**src/rtl/mux2_arb_pkg.sv**
```systemverilog
// rtl/mux2_arb_pkg.sv - shared state encoding and select constants for mux2_rr_arbiter
package mux2_arb_pkg;

  typedef enum logic [1:0] {
    ST_IDLE   = 2'd0,
    ST_LOCK_A = 2'd1,
    ST_LOCK_B = 2'd2
  } arb_state_e;

  localparam logic SEL_A = 1'b0;
  localparam logic SEL_B = 1'b1;

endpackage

```
**src/rtl/mux2_data.sv**
```systemverilog
// rtl/mux2_data.sv - DW-wide combinational 2:1 data mux
module mux2_data #(
  parameter int DW = 8
) (
  input  logic          sel,
  input  logic [DW-1:0] d0,
  input  logic [DW-1:0] d1,
  output logic [DW-1:0] y
);

  assign y = sel ? d1 : d0;

endmodule

```
**src/rtl/mux2_rr_arbiter.sv**
```systemverilog
// rtl/mux2_rr_arbiter.sv - round-robin 2:1 arbiter feeding a one-deep output register
// Optional burst locking is built when ARB_LOCK_EN is defined.
module mux2_rr_arbiter
  import mux2_arb_pkg::*;
#(
  parameter int DW = 8
) (
  input  logic          clk,
  input  logic          rst_n,
  input  logic          a_valid,
  input  logic [DW-1:0] a_data,
  input  logic          a_last,
  output logic          a_ready,
  input  logic          b_valid,
  input  logic [DW-1:0] b_data,
  input  logic          b_last,
  output logic          b_ready,
  output logic          out_valid,
  output logic [DW-1:0] out_data,
  output logic          out_sel,
  input  logic          out_ready
);

  arb_state_e    state_q, state_d;
  logic          last_grant_q;
  logic          out_valid_q;
  logic [DW-1:0] out_data_q;
  logic          out_sel_q;

  logic          can_load;
  logic          gnt_valid;
  logic          gnt_sel;
  logic          accept;
  logic [DW-1:0] mux_y;

  assign can_load = !out_valid_q || out_ready;

  mux2_data #(.DW(DW)) u_mux (
    .sel (gnt_sel),
    .d0  (a_data),
    .d1  (b_data),
    .y   (mux_y)
  );

  always_comb begin
    gnt_valid = 1'b0;
    gnt_sel   = SEL_A;
    state_d   = state_q;

    case (state_q)
`ifdef ARB_LOCK_EN
      ST_LOCK_A: begin
        gnt_valid = 1'b1;
        gnt_sel   = SEL_A;
      end
      ST_LOCK_B: begin
        gnt_valid = 1'b1;
        gnt_sel   = SEL_B;
      end
`endif
      default: begin
        // Contested requests go to whoever did not win last time.
        if (a_valid && b_valid) begin
          gnt_valid = 1'b1;
          gnt_sel   = ~last_grant_q;
        end else if (a_valid) begin
          gnt_valid = 1'b1;
          gnt_sel   = SEL_A;
        end else if (b_valid) begin
          gnt_valid = 1'b1;
          gnt_sel   = SEL_B;
        end
      end
    endcase

    a_ready = gnt_valid && (gnt_sel == SEL_A) && can_load;
    b_ready = gnt_valid && (gnt_sel == SEL_B) && can_load;
    accept  = (a_valid && a_ready) || (b_valid && b_ready);

`ifdef ARB_LOCK_EN
    if (accept) begin
      if ((gnt_sel == SEL_B) ? b_last : a_last) begin
        state_d = ST_IDLE;
      end else begin
        state_d = (gnt_sel == SEL_B) ? ST_LOCK_B : ST_LOCK_A;
      end
    end
`else
    state_d = ST_IDLE;
`endif
  end

`ifndef ARB_LOCK_EN
  logic unused_last;
  assign unused_last = a_last ^ b_last;
`endif

  always_ff @(posedge clk or negedge rst_n) begin
    if (!rst_n) begin
      state_q      <= ST_IDLE;
      last_grant_q <= SEL_B;
      out_valid_q  <= 1'b0;
      out_data_q   <= '0;
      out_sel_q    <= SEL_A;
    end else begin
      state_q <= state_d;
      if (accept) begin
        out_valid_q  <= 1'b1;
        out_data_q   <= mux_y;
        out_sel_q    <= gnt_sel;
        last_grant_q <= gnt_sel;
      end else if (out_ready) begin
        out_valid_q <= 1'b0;
      end
    end
  end

  assign out_valid = out_valid_q;
  assign out_data  = out_data_q;
  assign out_sel   = out_sel_q;

endmodule

```
**config.mk**
```make
export PLATFORM = sky130hd
export DESIGN_NAME = mux2_rr_arbiter
export DESIGN_NICKNAME = d
export VERILOG_FILES = /design/src/rtl/mux2_arb_pkg.sv /design/src/rtl/mux2_data.sv /design/src/rtl/mux2_rr_arbiter.sv
export SDC_FILE = /design/constraint.sdc
export NUM_CORES = 1
export LEC_CHECK = 0
export ABC_AREA = 1
export BUFFER_PORTS_ARGS = -buffer_cell sky130_fd_sc_hd__clkbuf_2
export CAP_MARGIN = 40
export CORE_AREA = 2 2 46 48
export DETAILED_ROUTE_END_ITERATION = 6
export DIE_AREA = 0 0 48 50
export PLACE_DENSITY = 0.72
export SLEW_MARGIN = 40
export SYNTH_ARGS = -nofsm -noshare
export SYNTH_HDL_FRONTEND = slang
export SYNTH_SLANG_ARGS = --single-unit
```
**constraint.sdc**
```tcl
create_clock -name clk -period 1.1 [get_ports clk]
set_input_delay 0 -clock clk [delete_from_list [all_inputs] [get_ports clk]]
set_output_delay 0 -clock clk [all_outputs]
set_load 0.01 [all_outputs]
```
==> flow_summary.toml <==
[synth]
post_synth_main_area_contributors = "sky130_fd_sc_hd__dfrtp_1 (38%), sky130_fd_sc_hd__nand3_1 (12%), sky130_fd_sc_hd__inv_1 (11%)"
synthesis.nets = 108
synth_largest_type_area_fraction_pct = 37.74
yosysSeqAreaShare_pct = 41.70
synthesis.area_um2 = 663.1
edff_count_synth = 0
synth-seq-cells = 11
async_flop_share_pct = 100.0
ys_warn_count = 0
dominantRegCellSynth = "sky130_fd_sc_hd__dfrtp_1"
syn-instance-count = 85
synth.cells.most_frequent = "sky130_fd_sc_hd__inv_1 (19), sky130_fd_sc_hd__nand2_1 (19), sky130_fd_sc_hd__nand3_1 (16), sky130_fd_sc_hd__nand2_2 (11), sky130_fd_sc_hd__dfrtp_1 (10)"
syn-mean-instance-area_um2 = 7.802
netlist-cell-type-count = 14
synth_top_cell_by_area = "sky130_fd_sc_hd__dfrtp_1"

[floorplan]
floorplan.io_pins = 35
core-area_um2 = 1902
initial_core_util_pct = 34.87
dieHeight_um = 50
die-width_um = 48
placementRows = 16
design.die.area_um2 = 2400

[final_layout]
fin_cells = 158
fillCellCount = 190
num_antenna_cells = 0
num-nets-final = 155
area.growth.synth_to_final_pct = 45.47
drive_above_1_share_pct = 48.85

[placement]
place.detailed.hpwl_um = 1173
place.detailed.instances = 144
place.port_buffers = 32
post-place-ws_ns = 0.01750
finalWeightedCongestion = 0.7809

[sta]
fin_crit_period_ns = 1.182
final_min_period_over_clock_period_pct = 107.4
fin_tns_setup_ns = -0.3979
relSlewSlack_pct = 79.84
worst_slew_pin_slew_ns = 0.3024
achievable-frequency_mhz = 846.1
timing_max_transition_violations_final = 0
final_critical_path_setup_slack_ns = -0.08195
setup_viol = 10
final-hold-violation-count = 0
whs_ns = 0.03271
rsz0062_at_grt = "yes"
skew_ns = 0.0002445

[setup_path]
timing.critical_path.from_type = "flop"
critical_path.slowest_cell = "sky130_fd_sc_hd__dfstp_2"
cp_cell_sequence = "nand2_2, nand2_4, inv_2, nor2_2, buf_2"
crit_path_end_kind = "output pin"
critical_path.max_fanout = 4
crit_type = "reg2out"
slowest_delay_ns = 0.54
worst_ep_required_time_ns = 1.10
cp_data_arrival_time_ns = 1.18

[routing]
dr_total_vias = 672
routed_wire_length_per_instance_um = 10.25
route.antenna.remaining_nets = 0
first_drt_pass_iteration_count = 4
drt-total-wl_um = 1619
avgViaCountPerCell = 4.253
dr_iter_0_viols = 7
remaining_drc_errors = 0

[grt]
grtUsageMet2_pct = 27.33
most_used_layer_global_route = "met2"
grt_pass1_vias = 686
grtUsageTotal_pct = 15.37
wire_length_of_the_first_global_routing_pass_um = 2691
grt_util_met3_pct = 1.099
total_global_routing_overflow = 0
initial_antenna_violation_count = 0
grt_use_met1_pct = 17.53
grt_start_max_net_pins = 12

[clocking]
cts_root_buffer = "sky130_fd_sc_hd__clkbuf_4"
cts.sinks = 11
tritoncts = "yes"
ctsLongestPathBuffers = 2
cts_max_level = 1
cts.clk_slew.worst_paths_ns = 0.07
clk-insertion-delay-late_ns = 0.27
tritoncts.num_buffers = 3

[run]
max_cap_violations = 0

[power_and_ir_drop]
ir_worst_vdd_mv = 0.6774
fin_total_pwr_mw = 1.171
pwr_density_nw_per_um2 = 1214
static-leakage-power_nw = 0.5875

[hold_path]
worst_hold_class = "in2reg"

[run_status]
status = "complete, but fails checks"
failed_checks = "setup timing"
## sequential cells by signal, summed over array words and instances (netlist names)
| register | flops |
|---|---|
| out_sel | 1 |
| last_grant_q | 1 |
| out_valid | 1 |
| out_data | 8 |
## report_power, final
part,switching (mW),internal [mW]
clock network,0.141,0.140
registers,0.0392,0.468
logic,0.202,0.180
## what timing repair did
action,in CTS,in global routing
gates resized for setup,6,2
hold buffers,2,0
setup buffers,6,2
endpoints found under the setup margin,2,12
endpoints found under the hold margin,12,0
pin swaps,4,1
## area by class of cell
type                            count  area, µm²  area share, %
Multi-Input combinational cell     52      282.8          29.31
Sequential cell                    11      276.5          28.66
Timing Repair Buffer               44      262.8          27.24
Inverter                           20      82.58          8.560
Tap cell                           27      33.78          3.502
Clock buffer                        4      26.28          2.724
## cell usage in the layout, fill, tap and decap left out, drive strengths merged
cell type	count
nor2	5
nand3	16
dfstp	1
dlygate4sd3	2
inv	20
buf	11
dfrtp	10
o21ai	1
clkbuf	35
nand2	30
## critical path: cells and delay by family (launching register included)
| family | cells | cell delay [ns] |
|---|---|---|
| buf+inv | 2 | 0.17 |
| flops | 1 | 0.54 |
| simple gates | 3 | 0.21 |
## routing by layer
metal	part of all wire, %	wire [µm]
met3	4.4	72
met2	49	800
met1	45	730
met5	0	0
met4	0.99	16
## final timing paths
| kind | from | depth (start not counted) | slack (ns) | to |
|---|---|---|---|---|
| worst max-delay path | last_grant_q | 5 | -0.08 | a_ready |
| min in group asynchronous | rst_n | 2 | 0.14 | out_data[6] |
| worst max register to register | last_grant_q | 7 | -0.06 | out_data[5] |
| worst min register to register | out_data[5] | 2 | 0.49 | out_data[5] |
| worst min-delay path | a_valid | 3 | 0.03 | out_valid |
| max in group asynchronous | rst_n | 2 | 0.68 | last_grant_q |
## logic make-up after synthesis
| logic type | after synthesis | share of synthesized area (%) |
|---|---|---|
| AND/OR/NAND/NOR | 51 | 41.13 |
| buffers and inverters | 22 | 16.42 |
| flip-flops | 11 | 41.70 |
| AO/OA/AOI/OAI | 1 | 0.7540 |
## stage by stage
step / instance area (µm²) / util, %
after global placement: 840.8 / 44.21
after global routing: 964.7 / 50.72
after floorplan: 663.1 / -
after CTS: 945.9 / 49.74
after detailed placement: 840.8 / 44.21
final: 964.7 / 50.72
Power figures use the tool's default switching activity.
